### config.mk
export PLATFORM = sky130hd
export DESIGN_NAME = conv_core_engine
export DESIGN_NICKNAME = d
export VERILOG_FILES = /design/src/rtl/conv_pkg.sv /design/src/rtl/conv_mac.sv /design/src/rtl/conv_core_engine.sv
export SDC_FILE = /design/constraint.sdc
export NUM_CORES = 1
export LEC_CHECK = 0
export ABC_AREA = 1
export CELL_PAD_IN_SITES_DETAIL_PLACEMENT = 0
export CELL_PAD_IN_SITES_GLOBAL_PLACEMENT = 2
export CORE_ASPECT_RATIO = 1.5
export CORE_MARGIN = 3
export CORE_UTILIZATION = 33
export DETAILED_ROUTE_END_ITERATION = 6
export MAX_ROUTING_LAYER = met4
export PLACE_DENSITY = 0.84
export SETUP_SLACK_MARGIN = 0.4
export SLEW_MARGIN = 20
export SYNTH_ARGS = -nofsm -noshare
export SYNTH_HDL_FRONTEND = slang
export SYNTH_SLANG_ARGS = --single-unit
### constraint.sdc
create_clock -name clk -period 6.7 [get_ports clk]
set_clock_uncertainty 0.1 [all_clocks]
set_input_delay 1.675 -clock clk [delete_from_list [all_inputs] [get_ports clk]]
set_output_delay 1.675 -clock clk [all_outputs]
set_load 0.005 [all_outputs]
### src/rtl/conv_pkg.sv
// Shared widths, limits and FSM state encoding for the convolution engine.
package conv_pkg;
  localparam int DATA_W  = 8;
  localparam int ADDR_W  = 5;
  localparam int ACC_W   = 2*DATA_W + ADDR_W;
  localparam int MAX_LEN = 32;

  typedef enum logic [2:0] {IDLE, SETUP, MAC, DRAIN, WRITE, DONE} convState_e;
endpackage

### src/rtl/conv_mac.sv
// Multiply-accumulate unit: unsigned sample product folded into a wide accumulator.
module conv_mac
  import conv_pkg::*;
(
  input  logic              clk,
  input  logic              rst,
  input  logic              clear,
  input  logic              enable,
  input  logic [DATA_W-1:0] a,
  input  logic [DATA_W-1:0] b,
  output logic [ACC_W-1:0]  acc
);
  logic [2*DATA_W-1:0] product;

  assign product = a * b;

  // The accumulator is sized so that 32 full-scale products never overflow.
  always_ff @(posedge clk) begin
    if (rst || clear) begin
      acc <= '0;
    end else if (enable) begin
      acc <= acc + ACC_W'(product);
    end
  end
endmodule

### src/rtl/conv_core_engine.sv
// Convolution job sequencer: walks every output index, streams X/Y taps into
// the MAC and writes each finished sum to Z memory.
module conv_core_engine
  import conv_pkg::*;
(
  input  logic              clk,
  input  logic              rst,
  input  logic              start,
  input  logic [ADDR_W:0]   size_x,
  input  logic [ADDR_W:0]   size_y,
  output logic [ADDR_W-1:0] memx_addr,
  input  logic [DATA_W-1:0] memx_data,
  output logic [ADDR_W-1:0] memy_addr,
  input  logic [DATA_W-1:0] memy_data,
  output logic [ADDR_W:0]   memz_addr,
  output logic [ACC_W-1:0]  memz_data,
  output logic              memz_we,
  output logic              busy,
  output logic              done,
  output logic              err
);
  localparam logic [ADDR_W:0]   MAX_SIZE = (ADDR_W+1)'(MAX_LEN);
  localparam logic [ADDR_W:0]   ONE_I    = (ADDR_W+1)'(1);
  localparam logic [ADDR_W-1:0] ONE_A    = ADDR_W'(1);
  localparam logic [ADDR_W+1:0] TWO_W    = (ADDR_W+2)'(2);

  convState_e        state, nextState;
  logic [ADDR_W:0]   sizeX, sizeY, iCnt;
  logic [ADDR_W-1:0] kLo, kHi, addrX, addrY;
  logic [ADDR_W-1:0] kLoNext, kHiNext;
  logic [ADDR_W+1:0] lastI;
  logic              sizeBad, lastTap, lastOutput, errReg;
  logic              macClear, macEnable;
  logic [ACC_W-1:0]  acc;

  assign sizeBad = (size_x == '0) || (size_x > MAX_SIZE) ||
                   (size_y == '0) || (size_y > MAX_SIZE);
  assign lastI      = {1'b0, sizeX} + {1'b0, sizeY} - TWO_W;
  assign lastOutput = ({1'b0, iCnt} == lastI);
  assign lastTap    = (addrX == kHi);

  // Valid tap window for output i: k_lo = max(0, i-SY+1), k_hi = min(i, SX-1).
  always_comb begin
    kLoNext = '0;
    kHiNext = ADDR_W'(sizeX - ONE_I);
    if (iCnt >= sizeY) begin
      kLoNext = ADDR_W'(iCnt - sizeY + ONE_I);
    end
    if (iCnt < sizeX) begin
      kHiNext = ADDR_W'(iCnt);
    end
  end

  always_ff @(posedge clk) begin
    if (rst) begin
      state <= IDLE;
    end else begin
      state <= nextState;
    end
  end

  always_comb begin
    nextState = state;
    busy      = 1'b0;
    done      = 1'b0;
    memz_we   = 1'b0;
    macClear  = 1'b0;
    macEnable = 1'b0;
    case (state)
      IDLE: begin
        if (start) begin
          nextState = sizeBad ? DONE : SETUP;
        end
      end
      SETUP: begin
        busy      = 1'b1;
        macClear  = 1'b1;
        nextState = MAC;
      end
      MAC: begin
        // Read data lags the address by a cycle, so the first tap has nothing to add yet.
        busy      = 1'b1;
        macEnable = (addrX != kLo);
        if (lastTap) begin
          nextState = DRAIN;
        end
      end
      DRAIN: begin
        busy      = 1'b1;
        macEnable = 1'b1;
        nextState = WRITE;
      end
      WRITE: begin
        busy      = 1'b1;
        memz_we   = 1'b1;
        nextState = lastOutput ? DONE : SETUP;
      end
      DONE: begin
        done      = 1'b1;
        nextState = IDLE;
      end
      default: nextState = IDLE;
    endcase
  end

  always_ff @(posedge clk) begin
    if (rst) begin
      sizeX  <= '0;
      sizeY  <= '0;
      iCnt   <= '0;
      kLo    <= '0;
      kHi    <= '0;
      addrX  <= '0;
      addrY  <= '0;
      errReg <= 1'b0;
    end else begin
      case (state)
        IDLE: begin
          if (start) begin
            sizeX  <= size_x;
            sizeY  <= size_y;
            errReg <= sizeBad;
            iCnt   <= '0;
          end
        end
        SETUP: begin
          kLo   <= kLoNext;
          kHi   <= kHiNext;
          addrX <= kLoNext;
          addrY <= ADDR_W'(iCnt - {1'b0, kLoNext});
        end
        MAC: begin
          if (!lastTap) begin
            addrX <= addrX + ONE_A;
            addrY <= addrY - ONE_A;
          end
        end
        WRITE: begin
          if (!lastOutput) begin
            iCnt <= iCnt + ONE_I;
          end
        end
        default: ;
      endcase
    end
  end

  conv_mac macUnit (
    .clk    (clk),
    .rst    (rst),
    .clear  (macClear),
    .enable (macEnable),
    .a      (memx_data),
    .b      (memy_data),
    .acc    (acc)
  );

  assign memx_addr = addrX;
  assign memy_addr = addrY;
  assign memz_addr = iCnt;
  assign memz_data = acc;
  assign err       = errReg;
endmodule

* Word-level counts from Yosys, hierarchy flattened
Cells that the tools add are included.
Operators by class: add/sub/neg operators 10, multipliers 1, magnitude comparators 4, equal/unequal tests 12, muxes and demuxes 19, reduce and logical (&&, ||, !) cells 14
Operators by type and width (count):
- adder 21 x 16 -> 21 bit | 1
- 2-to-1 mux 5 bit | 4
- one-hot mux 5 bit (2 select lines) | 2
- multiplier 8 x 8 -> 16 bit | 1
- one-hot mux 3 bit (5 select lines) | 1
- greater-than comparator 6 bit (second input constant) | 2
- logical NOT 6 bit | 2
- 2-to-1 mux 3 bit | 4
- 2-to-1 mux 6 bit | 2
- one-hot mux 6 bit (2 select lines) | 1
- adder 5 x 1 -> 5 bit (second input constant) | 2
- subtractor 5 x 1 -> 5 bit (second input constant) | 2
- subtractor 5 bit | 2
- != test 2 bit (second input constant) | 4
- adder 6 x 6 -> 7 bit | 1
- == test 6 x 7 -> 1 bit | 1
- subtractor 7 x 2 -> 7 bit (second input constant) | 1
- adder 6 x 1 -> 6 bit (second input constant) | 1
- == test 3 x 2 -> 1 bit (second input constant) | 2
- == test 3 bit (second input constant) | 2
- >= comparator 6 bit | 1
- less-than comparator 6 bit | 1
- AND reduction 2 bit | 3
- == test 5 bit | 1
- 9 further kinds | 16
Word-level totals: register bits after elaboration 63, input bits 31, output and inout port bits 41, word-level logic and storage cells 70

* Depth between registers and ports, before layout
depth after elaboration 7, gate-level depth with buffers 23, mapped depth without buffers 22

* By module
A second synthesis with hierarchy kept.
Unflattened totals: cell total of the unflattened synthesis 995, area total of the unflattened synthesis 6925.4 um2
Modules (own cells, without submodules):
- conv_mac | instances 1, cells each 553, area an instance 3757.4 um2, seq. area each 420.4 um2
- conv_core_engine | instances 1, cells each 442, area an instance 3168.0 um2, seq. area each 840.8 um2

* Least setup slack after synthesis
No wires, ideal clock.
path kind input to register, from input memy_data[7], to register macUnit.acc[14], setup time 0.109 ns, arrival time 5.400 ns, required time 6.491 ns, setup slack 1.091 ns, cell stages on the path 19, buffers on the path 1, cells stage by stage clkbuf_1 -> nand2_1 -> fa_1 -> fa_1 -> inv_1 -> fa_1 -> inv_1 -> fa_1 -> inv_1 -> ha_1 -> inv_1 -> o21bai_1 -> a21oi_1 -> o21ai_0 -> nand2_1 -> nand3_1 -> nand3_1 -> nand2_1 -> inv_1
Between the ends: longest elaborated chain between the ends 2
RTL lines:
- start, declared | line conv_core_engine.sv:14 | input logic [DATA_W-1:0] memy_data,
- multiplier 8 x 8 -> 16 bit | line conv_mac.sv:15 | assign product = a * b;
- adder 21 x 16 -> 21 bit | line conv_mac.sv:22 | acc <= acc + ACC_W'(product);
- end signal, assigned | line conv_mac.sv:22
- end, declared | line conv_mac.sv:11 | output logic [ACC_W-1:0] acc
No other way between the ends. A chain may end at the register's enable or synchronous reset.

* Final worst setup path
from input memx_data[3], to register macUnit.acc[14]
Between the ends: longest elaborated chain between the ends 2
RTL lines:
- start, declared | line conv_core_engine.sv:12 | input logic [DATA_W-1:0] memx_data,
- multiplier 8 x 8 -> 16 bit | line conv_mac.sv:15
- adder 21 x 16 -> 21 bit | line conv_mac.sv:22
No other way between the ends.

==> qor.yml <==
status: "finished, final reports clean"
post_synth_xor_area_fraction: 0.0476
cpPeakStageDelay_ns: 0.71
wire_length_of_the_first_global_routing_pass_um: 29500
clk_latency_ns: 0.33
cts_buffer_depth: 2
ctsHoldBuffers: 0
max_slew_margin: 0.439
totalPowerFinal_mw: 3.19
crit_buf_inv: 6
final.setup.tns_ns: 0
yosys.area_share.simple: 0.196
ys_seq_area_frac: 0.190
sw_frac_of_total: 0.484
synth-adder-area-share: 0.307
worst_path_max_delay_cell: "clkdlybuf4s50_1"
synth_top_flop_cell: "dfxtp_1"
wl_met2_um: 10300
irDropWorstVdd_uv: 169
maxSlewViolCount: 0
max-cap-violations: 0
yosysUniqueCellTypes: 44
final_period_minus_worst_setup_slack_ns: 6.00
first_global_vias: 5816
numCtsBuffers: 9
required_ns: 6.84
floorplan.initialDensity: 0.340
critPathLaunchType: "input pin"
floorplan.die.width_um: 122
drive_gt1_frac: 0.0418
clock_sinks: 63
rr_worst_depth: 18
holdCritStartpoint: "kLo[0]"
die_area_um2: 21900
setup_viol_count_final: 0
detailroute.wirelength.met3_um: 371
worst-r2r-setup-slack_ns: 2.50
critical_path.cell_chain: "clkdlybuf4s50_1 -> nand2_1 -> fa_1 -> fa_1 -> inv_1 -> fa_1 -> inv_1 -> fa_1 -> inv_1 -> ha_1 -> inv_1 -> o21bai_1 -> a21oi_1 -> o21ai_0 -> nand2_1 -> nand3_1 -> nand3_1 -> nand2_1 -> inv_1"
cp_top_family: "adder cells"
worstReg2RegStart: "macUnit.acc[7]"
tritoncts: "yes"
hold_path.class: "reg2reg"
largest_net_degree_at_the_start_of_global_routing: 26
numPortBuffers: 71
floorplan.rows: 62
clock_tree.htree_level_count: 3
timing_worst_slew_pin_value_ns: 0.840
routedWlPerCell_um: 14.3
first_iter_violations: 194
final_cell_count_no_fill: 1236
postSynthCellCount: 915
final_wtd_congestion: 0.818
netlist_area_um2: 6630
ios: 72
place_worst_setup_slack_ns: 0.277
wl_met1_um: 6720
grt_antenna_before_repair: 0
seqPwrFrac: 0.185
number_of_enable_flip_flop_cells_after_synthesis: 0
detailedPlacementHpwl_um: 14800
power.net_switching_mw: 1.54
fmax_mhz: 167
syn_area_per_cell_um2: 7.24
die_height_um: 180
path_max_fanout: 8
place_inst: 1221
timing.critical_path.to_type: "flop"
cts.reportedPaths.clkPinSlew_ns: 0.06
power_frac_comb: 0.666
layout.nets: 1137
detail_route.first_pass.iterations: 5
core-area_um2: 19500
worst_path_most_repeated_cell: "inv_1"
drt.antenna.violating_nets: 0
postSynthRegisterBits: 63
p_leak_nw: 4.05
critical_path_class: "in2reg"
remaining_drc_errors: 0
cts.root.buffer_cell: "clkbuf_16"
critical_path_cell_count: 19
rsz_0062_raised_after_global_routing: "no"
worstReg2RegEnd: "macUnit.acc[14]"
insertedDiodeCount: 0
yosys_warnings: 0
routed_wl_um: 17700
synth_top_family_by_area: "adder cells"
critical_path.startpoint: "memx_data[3]"
synthToLayoutAreaGrowth_pct: 18.8
vias: 5688
crit_end: "macUnit.acc[14]"
cellPowerDensity_nw_per_um2: 405
highest_metal_used: "met4"
synth_async_sr_flop_share: 0
gr-total-overflow: 0
layout_worst_path_cycle_share: 0.896
filler_cell_count: 2048
synth_compound_area_frac: 0.114
vias_per_cell: 4.60
grt_util_all_layers: 0.174
worstPathArrival_ns: 6.14
power.internal_mw: 1.65
finalWorstSetupSlack_ns: 0.695
clkPwrFrac: 0.149
muxShareOfSynthArea: 0.00151
synthesis.nets: 1076
hold_viol: 0
[timing repair]
action | CTS | global route
gates resized for setup | 0 | 2
buffers inserted | 0 | 0
endpoints found under the hold margin | 0 | 0
endpoints found under the setup margin | 0 | 2
[Yosys cell counts, drive strengths merged (2+ instances only)]
cell,number,share of area
buf,11,0.011
a21o,2,0.0023
o21bai,2,0.0023
or2,3,0.0028
nand2,181,0.11
nor3,9,0.0068
a21boi,2,0.0023
o21ai,52,0.040
a211oi,2,0.0030
fa,54,0.16
inv,217,0.12
o211ai,3,0.0034
clkbuf,18,0.010
ha,76,0.14
o21a,3,0.0034
nand4,6,0.0057
dfxtp,63,0.19
nor2,46,0.029
nand3,54,0.041
xnor2,15,0.020
xor2,21,0.028
o22ai,9,0.0085
a21oi,54,0.041
a32o,3,0.0045
a31oi,3,0.0028
[sequential cells by signal (all words and copies together) (netlist names)]
signal and flops:
state 3, memy_addr 5, kLo 5, memx_addr 5, kHi 5, macUnit.acc 21, sizeX 6, memz_addr 6
err 1, sizeY 6
[placed cells by master, fill, tap and decap left out, types with 3 or more instances in the layout]
cell type / n
nand2_2: 4
a31oi_1: 3
dfxtp_1: 63
nor2_1: 41
inv_2: 6
nor3_1: 9
ha_1: 76
clkdlybuf4s50_1: 69
clkbuf_16: 9
nor2_2: 3
o211ai_1: 3
nand2_1: 175
o22ai_1: 9
a32o_1: 3
buf_4: 8
inv_1: 211
nand3_1: 54
fa_1: 54
nand4_1: 6
xor2_1: 21
o21a_1: 3
o21ai_0: 50
xnor2_1: 15
a21oi_1: 53
[tightest hold or removal path: cells and delay by family, from the launching register on]
family          cells  cell delay (ns)
compound gates      1             0.05
flops               1             0.34
simple gates        1             0.05
[metrics by stage]
stage	area, µm²	utilization	hold WS [ns]
2_1_floorplan	6630	-	0.347
5_1_grt	7870	0.404	0.413
4_1_cts	7870	0.404	0.385
3_3_place_gp	7580	0.389	0.362
6_report	7870	0.404	0.380
3_5_place_dp	7580	0.389	0.369
[power by group through the flow]
stage | Sequential [mW] | Combinational, mW | Clock (mW)
2_1_floorplan | 0.565 | 1.60 | 0
3_3_place_gp | 0.602 | 2.16 | 0
3_5_place_dp | 0.601 | 2.15 | 0
4_1_cts | 0.594 | 2.17 | 0.490
5_1_grt | 0.608 | 2.47 | 0.508
6_report | 0.589 | 2.13 | 0.475
[worst min path at each step]
stage / end / cells past startpoint
after floorplan: kHi[2] / 2
after global placement: kLo[0] / 2
after detailed placement: kLo[0] / 2
after CTS: kLo[0] / 2
after global routing: kLo[0] / 2
final: kLo[0] / 2
[final cells by class]
cell class	count	area, µm²	share of cell area
Clock buffer	12	246	0.0313
Clock inverter	3	43.8	0.00556
Inverter	218	818	0.104
Multi-Input combinational cell	605	4410	0.560
Sequential cell	63	1260	0.160
Tap cell	256	320	0.0407
Timing Repair Buffer	79	776	0.0985
[cell families after synthesis]
family	Yosys count
AOI/OAI and AO/OA	135
DFF	63
and+or+nand+nor	303
muxes	1
xor gates and xnor gates	36
buffers and inverters	247
adders and majority gates	130
[metal layers]
layer	vias to the layer above	track usage
li1	2956	-
met1	2633	0.180
met2	82	0.341
met3	17	0.0157
met4	0	0.0516
met5	-	-
No activity file was read; power rests on OpenSTA's default activity.
